===== src/rtl/uart_sample_pkg.sv =====
// Shared definitions for the UART byte-to-sample assembler: sizing helpers,
// default parameters and the assembly-side state encoding.
package uart_sample_pkg;

   localparam int DEFAULT_BPS            = 24;
   localparam int DEFAULT_TIMEOUT_CYCLES = 100000;

   // Number of bytes that make up one sample of the given width.
   function automatic int nbytes(input int bps);
      return bps / 8;
   endfunction

   // Width of a byte index counting 0..n-1, never narrower than one bit.
   function automatic int idx_width(input int n);
      return (n > 1) ? $clog2(n) : 1;
   endfunction

   localparam int IDX_W = idx_width(nbytes(DEFAULT_BPS));

   typedef enum logic {
      IDLE    = 1'b0,
      COLLECT = 1'b1
   } state_t;

endpackage


===== src/rtl/uart2sample_gap_timer.sv =====
// Inter-byte gap timer. Counts idle cycles while a partial sample is being
// collected and flags the cycle in which the idle count reaches the limit.
module gap_timer
   import uart_sample_pkg::*;
#(
   parameter int TIMEOUT_CYCLES = DEFAULT_TIMEOUT_CYCLES
) (
   input  logic clk,
   input  logic rst_n,
   input  logic run,
   input  logic clear,
   output logic expired
);

   localparam int              CNT_W = $clog2(TIMEOUT_CYCLES + 1);
   localparam logic [CNT_W-1:0] LAST = CNT_W'(TIMEOUT_CYCLES - 1);

   logic [CNT_W-1:0] cnt;

   // A strobe in the same cycle always beats expiry, so clear masks it.
   assign expired = run & ~clear & (cnt == LAST);

   // Idle-cycle counter: restarts on every strobe, when not running, and on expiry.
   always_ff @(posedge clk or negedge rst_n) begin
      if (!rst_n) begin
         cnt <= '0;
      end else if (clear || !run || expired) begin
         cnt <= '0;
      end else begin
         // NOTE: state registers use non-blocking assignments so every flop samples pre-edge values.
         cnt <= cnt + 1'b1;
      end
   end

endmodule


===== src/rtl/uart2sample.sv =====
// Assembles consecutive UART bytes (LS byte first) into BPS-bit samples and
// hands them downstream over a valid/ready handshake. Partial samples are
// dropped on a framing error or when the inter-byte gap runs too long.
module uart2sample
   import uart_sample_pkg::*;
#(
   parameter int BPS            = DEFAULT_BPS,
   parameter int TIMEOUT_CYCLES = DEFAULT_TIMEOUT_CYCLES
) (
   input  logic           in_clk,
   input  logic           in_rst_n,
   input  logic           in_rx_valid,
   input  logic [7:0]     in_rx_byte,
   input  logic           in_rx_error,
   input  logic           in_ready,
   output logic [BPS-1:0] out_sample,
   output logic           out_sample_valid,
   output logic           out_busy,
   output logic           out_overrun,
   output logic           out_timeout
);

   localparam int            NB       = nbytes(BPS);
   localparam int            IW       = idx_width(NB);
   localparam logic [IW-1:0] LAST_IDX = IW'(NB - 1);

   state_t         state;
   logic [IW-1:0]  idx;
   logic [BPS-1:0] asm_q;
   logic [BPS-1:0] asm_next;
   logic           byte_ok;
   logic           complete;
   logic           consume;
   logic           expired;

   // An error in the same cycle as a byte discards that byte.
   assign byte_ok  = in_rx_valid & ~in_rx_error;
   assign complete = byte_ok & (idx == LAST_IDX);
   assign consume  = out_sample_valid & in_ready;
   assign out_busy = (state == COLLECT);

   // Assembly register with the incoming byte merged into its slot.
   always_comb begin
      // NOTE: the full default first keeps this block free of inferred latches.
      asm_next = asm_q;
      asm_next[{idx, 3'b000} +: 8] = in_rx_byte;
   end

   gap_timer #(
      .TIMEOUT_CYCLES (TIMEOUT_CYCLES)
   ) u_gap_timer (
      .clk     (in_clk),
      .rst_n   (in_rst_n),
      .run     (state == COLLECT),
      .clear   (in_rx_valid | in_rx_error),
      .expired (expired)
   );

   // Assembly FSM: byte index, state and partial-sample register.
   always_ff @(posedge in_clk or negedge in_rst_n) begin
      if (!in_rst_n) begin
         state <= IDLE;
         idx   <= '0;
         // NOTE: the assembly register is reset so a discarded partial never leaks into a later sample.
         asm_q <= '0;
      end else if (in_rx_error) begin
         state <= IDLE;
         idx   <= '0;
         asm_q <= '0;
      end else if (in_rx_valid) begin
         if (complete) begin
            state <= IDLE;
            idx   <= '0;
            asm_q <= '0;
         end else begin
            state <= COLLECT;
            idx   <= idx + 1'b1;
            asm_q <= asm_next;
         end
      end else if (expired) begin
         state <= IDLE;
         idx   <= '0;
         asm_q <= '0;
      end
   end

   // Single-entry output register plus the overrun and timeout pulses.
   always_ff @(posedge in_clk or negedge in_rst_n) begin
      if (!in_rst_n) begin
         out_sample       <= '0;
         out_sample_valid <= 1'b0;
         out_overrun      <= 1'b0;
         out_timeout      <= 1'b0;
      end else begin
         out_overrun <= complete & out_sample_valid & ~in_ready;
         out_timeout <= expired;
         if (complete && (!out_sample_valid || consume)) begin
            out_sample       <= asm_next;
            out_sample_valid <= 1'b1;
         end else if (consume) begin
            out_sample_valid <= 1'b0;
         end
      end
   end

endmodule

===== config.mk =====
export PLATFORM = sky130hd
export DESIGN_NAME = uart2sample
export DESIGN_NICKNAME = d
export VERILOG_FILES = /design/src/rtl/uart_sample_pkg.sv /design/src/rtl/uart2sample_gap_timer.sv /design/src/rtl/uart2sample.sv
export SDC_FILE = /design/constraint.sdc
export NUM_CORES = 1
export LEC_CHECK = 0
export ABC_AREA = 1
export BUFFER_PORTS_ARGS = -buffer_cell sky130_fd_sc_hd__buf_4
export CORE_MARGIN = 1.5
export CORE_UTILIZATION = 58
export CTS_CLUSTER_SIZE = 16
export DETAILED_ROUTE_END_ITERATION = 7
export HOLD_SLACK_MARGIN = 0.06
export PLACE_DENSITY = 0.84
export RECOVER_POWER = 25
export SKIP_LAST_GASP = 1
export SYNTH_ARGS = -nofsm -noshare
export SYNTH_HDL_FRONTEND = slang
export SYNTH_SLANG_ARGS = --single-unit

===== constraint.sdc =====
create_clock -name in_clk -period 1.76 [get_ports in_clk]
set_input_delay 0.176 -clock in_clk [delete_from_list [all_inputs] [get_ports in_clk]]
set_output_delay 0.176 -clock in_clk [all_outputs]
set_load 0.01 [all_outputs]

==> results.py, run 1 <==
metrics = {
    "detailed_routing": {
        "vias": 3003,
        "detail-route-antenna-nets": 0,
        "wire_per_inst_um": 14.1,
        "first_pass_iters": 5,
        "drc_errors": 0,
        "wl_um": 8000,
        "routed_via_density": 5.28,
        "drt_iter0_drc": 285,
    },
    "placed_design": {
        "hpwl_um": 5350,
        "gp_congestion": 0.900,
        "dp.cells": 551,
        "port_buffers": 40,
    },
    "logic_synthesis": {
        "synth_top_area_cell": "dfrtp_1",
        "syn_avg_cell_area_um2": 7.82,
        "synth_commonest_cells": "nand2_1, dfrtp_1, nor2_1",
        "ys_top_cells_by_area": "dfrtp_1, nand2_1, nand3_1",
        "synth_top_cell_area_share_pct": 51.4,
        "ys_ff_latch": 71,
        "synth-edff-count": 0,
        "synth_top_flop_cell": "dfrtp_1",
        "yosys.cell_types.count": 25,
        "seq_area_frac_synth_pct": 51.4,
        "async_reset_ff_share_pct": 100,
        "syn_area_um2": 3460,
        "syn_inst": 442,
        "synthesis.nets": 460,
        "synth_most_common_cell": "nand2_1",
        "ys.warnings.count": 0,
    },
    "cells_and_area": {
        "diodes": 0,
        "area_delta_synth_final_pct": 16.0,
        "fin_nets": 510,
        "drive_above_1_share_pct": 15.3,
        "fin_cells": 569,
    },
    "power": {
        "p_switching_mw": 0.863,
        "p_sw_share_pct": 26.5,
        "max-vdd-ir-drop_mv": 0.530,
        "seq_power_share_pct": 52.6,
        "p_total_mw": 3.26,
        "clockPowerShare_pct": 36.3,
        "power_density_nw_per_um2": 814,
        "p_leak_nw": 2.07,
        "p_int_mw": 2.40,
        "combPwrFrac_pct": 11.1,
    },
    "cts": {
        "clockBufferDepth": 2,
        "root_buffer": "clkbuf_8",
        "insertion_delay_ps": 340,
        "clk_pin_slew_ps": 70,
        "htreeDepth": 3,
        "cts_inserted_buffers": 9,
        "cts_tree": "done",
        "cts_sinks": 71,
    },
    "die": {
        "die_h_um": 80.2,
        "row_count": 27,
        "die_x_um": 80.2,
        "io_pins": 41,
        "dieArea_um2": 6430,
        "design.core.area_um2": 5640,
        "start_util_pct": 61.3,
    },
    "global_routing": {
        "gr-total-overflow": 0,
        "antenna_found_initial": 0,
        "grt_first_pass_wirelength_um": 13600,
        "grt_start_max_net_pins": 41,
        "track_usage_pct": 27.7,
        "first_global_vias": 2941,
    },
    "hold_path": {
        "hold_path_depth": 4,
        "min_path_type": "input port to flip-flop",
    },
    "worst_setup_path": {
        "crit_path_start_kind": "flip-flop",
        "cpPeakStageDelay_ps": 380,
        "cp_common_cell": "nand2_1",
        "worst_ep_required_time_ps": 2040,
        "end_kind": "flip-flop",
        "cp.arrival_ps": 1940,
        "r2r_cells": 6,
        "path_cells": "inv_1 -> ha_1 -> nand3_1 -> o21ai_0 -> nand2_1 -> nand2_1",
        "path_class": "flip-flop to flip-flop",
        "crit_fanout": 8,
        "slowest_stage": "dfrtp_1",
    },
    "timing": {
        "hold_viol_final": 0,
        "finalCritPeriodShare_pct": 94.0,
        "final_max_slew_viol_count": 0,
        "tightest_slew_ps": 961,
        "rsz0062_at_grt": "yes",
        "skew_ps": 10.5,
        "timing.fmax_mhz": 605,
        "max_slew_margin_pct": 35.9,
        "setup_viol": 0,
        "fin_crit_ps": 1650,
    },
    "outcome": {
        "status": "finished, final reports clean",
    },
    "flow_run": {
        "maxCapViolCount": 0,
    },
}
-- placed cells by master, fill, tap and decap left out, drive strengths merged --
master       count
a21oi            4
buf             49
clkbuf          14
clkinv           3
clkinvlp         1
dfrtp           71
dlygate4sd3      1
ha               5
inv             42
nand2          185
nand3           36
nand4            4
nor2            43
nor3             7
nor3b            1
o21ai           18
o21bai           1
o22ai            8
xor2             4
-- registers in the layout (all words and copies together), names as in the netlist --
register and flops:
asm_q 24, idx 2, out_busy 1, out_overrun 1, out_sample 24, out_sample_valid 1, out_timeout 1, u_gap_timer.cnt 17
-- routing by layer --
layer | up-vias | GRT usage, % | routed length [um]
li1 | 1473 | - | -
met5 | - | 0 | 0
met2 | 136 | 45.6 | 3890
met3 | 12 | 5.11 | 511
met1 | 1382 | 36.1 | 3480
met4 | 0 | 10.7 | 121
-- cell families (layout without fill, tap and decap cells) --
kind of cell | after synthesis | after routing | synth area share [%]
AND/OR/NAND/NOR | 276 | 276 | 33.3
flip-flops | 71 | 71 | 51.4
buffers and inverters | 55 | 110 | 7.64
AO/OA/AOI/OAI | 31 | 31 | 4.85
adder cells (fa/ha/maj) | 5 | 5 | 1.81
XOR/XNOR | 4 | 4 | 1.01
-- area by class of cell --
| class | instances | area (um^2) |
|---|---|---|
| Multi-Input combinational cell | 316 | 1420 |
| Clock buffer | 13 | 159 |
| Fill cell | 422 | 1630 |
| Timing Repair Buffer | 51 | 383 |
| Clock inverter | 3 | 17.5 |
| Inverter | 43 | 164 |
| Sequential cell | 71 | 1780 |
| Tap cell | 72 | 90.1 |
-- power groups by stage --
| stage | clock network (mW) | registers (mW) | logic (mW) |
|---|---|---|---|
| CTS | 1.19 | 1.72 | 0.352 |
| global route | 1.27 | 1.72 | 0.401 |
| detailed placement | 0 | 1.74 | 0.348 |
| floorplan | 0 | 1.76 | 0.154 |
| global placement | 0 | 1.74 | 0.337 |
| finish | 1.19 | 1.72 | 0.361 |
-- worst paths after layout --
check | start | slack, ps | end
min reg2reg | out_sample[9]$_DFFE_PN0P_ | 480 | out_sample[9]$_DFFE_PN0P_
max in group asynchronous | in_rst_n | 430 | asm_q[18]$_DFFE_PN0P_
max | idx[1]$_DFFE_PN0P_ | 110 | asm_q[13]$_DFFE_PN0P_
min in group asynchronous | in_rst_n | 510 | u_gap_timer.cnt[6]$_DFF_PN0_
min | in_ready | 120 | out_overrun$_DFF_PN0_
max reg2reg | idx[1]$_DFFE_PN0P_ | 110 | asm_q[13]$_DFFE_PN0P_
-- repair_timing --
action / in CTS / in global routing
hold buffers: 1 / 0
hold endpoints to repair: 37 / 0
endpoints found under the setup margin: 0 / 41
gates resized for setup: 0 / 15
buffers inserted: 0 / 1
-- critical path: cells and delay by family (launching register included) --
family                   cells  cell delay, ps
adder cells (fa/ha/maj)      1             340
AO/OA/AOI/OAI                1             330
buffers and inverters        1             100
flip-flops                   1             380
AND/OR/NAND/NOR              3             430
-- per-stage QoR --
stage | setup TNS, ps | cell area [um^2] | hold slack, ps | utilization (%) | setup WS, ps
3_5_place_dp | 0 | 3810 | 177 | 67.6 | 40.4
3_3_place_gp | 0 | 3810 | 177 | 67.6 | 193
4_1_cts | 0 | 4000 | 116 | 70.9 | 8.75
5_1_grt | -441 | 4010 | 134 | 71.1 | -39.6
6_report | 0 | 4010 | 120 | 71.1 | 106
2_1_floorplan | 0 | 3460 | -120 | - | 209
Note: power is estimated with default switching activity, not from simulation.
==> run 2: changes to the inputs <==
--- a/config.mk
+++ b/config.mk
@@ -9,6 +9,7 @@
 export BUFFER_PORTS_ARGS = -buffer_cell sky130_fd_sc_hd__buf_4
 export CORE_MARGIN = 1.5
 export CORE_UTILIZATION = 58
+export CTS_BUF_LIST = sky130_fd_sc_hd__clkbuf_16
 export CTS_CLUSTER_SIZE = 16
 export DETAILED_ROUTE_END_ITERATION = 7
 export HOLD_SLACK_MARGIN = 0.06
==> constraint.sdc (replaced) <==
create_clock -name in_clk -period 1.8 [get_ports in_clk]
set_input_delay 0.18 -clock in_clk [delete_from_list [all_inputs] [get_ports in_clk]]
set_output_delay 0.18 -clock in_clk [all_outputs]
set_load 0.01 [all_outputs]
==> run 2 against run 1 <==
Net effect:
- flip-flop and latch count unchanged
- power increased by 15%
- first-iteration DRC count decreased by 7.7%
- via count increased by 3.0%
- final cell count decreased by 0.18%
- critical path type unchanged
- largest cell class unchanged
==> results.py, run 2 (synthesized netlist as in run 1, its figures left out) <==
metrics = {
    "outcome": {
        "status": "finished, final reports clean",
    },
    "placed_design": {
        "port_buffers": 40,
        "place_area_um2": 3830,
        "gp_congestion": 0.921,
        "hpwl_um": 5600,
    },
    "detailed_routing": {
        "drt_iter0_drc": 263,
        "wl_um": 8310,
        "wire_per_inst_um": 14.6,
        "first_pass_iters": 5,
        "routed_via_density": 5.45,
        "drc_errors": 0,
        "vias": 3094,
        "detail-route-antenna-nets": 0,
    },
    "die": {
        "die_h_um": 80.2,
        "start_util_pct": 61.3,
        "io_pins": 41,
        "dieArea_um2": 6430,
        "die_x_um": 80.2,
        "design.core.area_um2": 5640,
        "row_count": 27,
    },
    "timing": {
        "timing.fmax_mhz": 581,
        "setup_viol": 0,
        "hold_ws_ps": 154,
        "fin_crit_ps": 1720,
        "skew_ps": 8.49,
        "finalCritPeriodShare_pct": 95.5,
        "tightest_slew_ps": 771,
        "final_max_slew_viol_count": 0,
        "rsz0062_at_grt": "yes",
        "hold_viol_final": 0,
        "max_slew_margin_pct": 48.6,
    },
    "worst_setup_path": {
        "end_kind": "flip-flop",
        "r2r_cells": 8,
        "crit_path_start_kind": "flip-flop",
        "crit_fanout": 17,
        "path_class": "flip-flop to flip-flop",
        "cp.arrival_ps": 1930,
        "worst_ep_required_time_ps": 2010,
    },
    "hold_path": {
        "min_path_type": "input port to flip-flop",
        "hold_path_depth": 4,
    },
    "cells_and_area": {
        "diodes": 0,
        "area_delta_synth_final_pct": 20.2,
        "final_common_cell": "nand2_1",
        "top_regs": "asm_q (24), out_sample (24), u_gap_timer.cnt (17)",
        "fin_nets": 509,
        "final_cell_mix": "nand2_1, dfrtp_1, buf_4",
        "fin_area_um2": 4160,
        "drive_above_1_share_pct": 15.9,
    },
    "global_routing": {
        "antenna_found_initial": 0,
        "track_usage_pct": 28.5,
        "grt_start_max_net_pins": 41,
        "first_global_vias": 3042,
        "grt_first_pass_wirelength_um": 13900,
        "gr-total-overflow": 0,
    },
    "cts": {
        "clk_pin_slew_ps": 60,
        "cts_inserted_buffers": 9,
        "htreeDepth": 3,
        "cts_tree": "done",
        "insertion_delay_ps": 330,
        "cts_setup_buffers": 0,
        "clockBufferDepth": 2,
        "cts_sinks": 71,
        "root_buffer": "clkbuf_16",
    },
    "power": {
        "max-vdd-ir-drop_mv": 0.595,
        "p_leak_nw": 2.11,
        "power_density_nw_per_um2": 904,
    },
    "flow_run": {
        "maxCapViolCount": 0,
    },
}
run 2: changes by cell type in the layout (fill, tap and decap cells not counted), moves of 2 or more:
cell / change
buf_4: -4
clkbuf_1: -2
clkbuf_16: +9
clkbuf_8: -11
clkinvlp_4: +2
inv_2: +2
nand3_4: +2
run 2: per-stage QoR:
| stage | worst slack (ps) | util, % | TNS [ps] | std cells | total power, mW |
|---|---|---|---|---|---|
| after CTS | 50.8 | 73.2 | 0 | 567 | 3.75 |
| final | 80.2 | 73.7 | 0 | 568 | 3.76 |
| after floorplan | 249 | - | 0 | 442 | 1.87 |
| after global routing | -98.1 | 73.7 | -3050 | 568 | 3.90 |
| after global placement | 172 | 67.9 | 0 | 550 | 2.04 |
| after detailed placement | 53.9 | 67.9 | 0 | 550 | 2.05 |
run 2: power breakdown:
part           total [mW]  internal [mW]  switching, mW
Combinational       0.360          0.133          0.227
Sequential           1.68           1.65         0.0336
Clock                1.72           1.06          0.658
run 2: what timing repair did:
item / CTS / global route
endpoints found under the hold margin: 31 / 0
hold buffers: 1 / 0
resized for setup: 0 / 19
setup endpoints to repair: 0 / 32
run 2: final timing paths:
check                                                  start                             to  slack, ps
worst min register to register  u_gap_timer.cnt[0]$_DFF_PN0_   u_gap_timer.cnt[0]$_DFF_PN0_        480
worst min-delay path                                in_ready          out_overrun$_DFF_PN0_        150
min in group asynchronous                           in_rst_n   u_gap_timer.cnt[5]$_DFF_PN0_        450
max in group asynchronous                           in_rst_n      out_sample[1]$_DFFE_PN0P_        250
worst max register to register  u_gap_timer.cnt[0]$_DFF_PN0_  u_gap_timer.cnt[12]$_DFF_PN0_         80
worst max-delay path            u_gap_timer.cnt[0]$_DFF_PN0_  u_gap_timer.cnt[12]$_DFF_PN0_         80
run 2: layer usage:
metal  part of all wire [%]  global-route usage (%)
met5                      0                       0
met2                     51                    47.6
met4                    2.0                    12.6
met1                     40                    35.5
met3                    7.0                    6.36
run 2: cell type report:
| type | count | area [um^2] |
|---|---|---|
| inverter | 43 | 161 |
| tap | 72 | 90.1 |
| fill | 391 | 1490 |
| sequential | 71 | 1780 |
| clock buffer | 9 | 225 |
| timing repair buffer | 49 | 380 |
| multi-input combinational | 317 | 1460 |
| clock inverter | 7 | 65.1 |
run 2: worst max-delay path, cell delays in order (launching register included):
cell and delay [ps]:
dfrtp_1 380, ha_1 190, nand2_1 100, inv_2 80
nand2_2 60, nor2_2 280, nand2_1 110, nand2_2 290
nor2_1 100
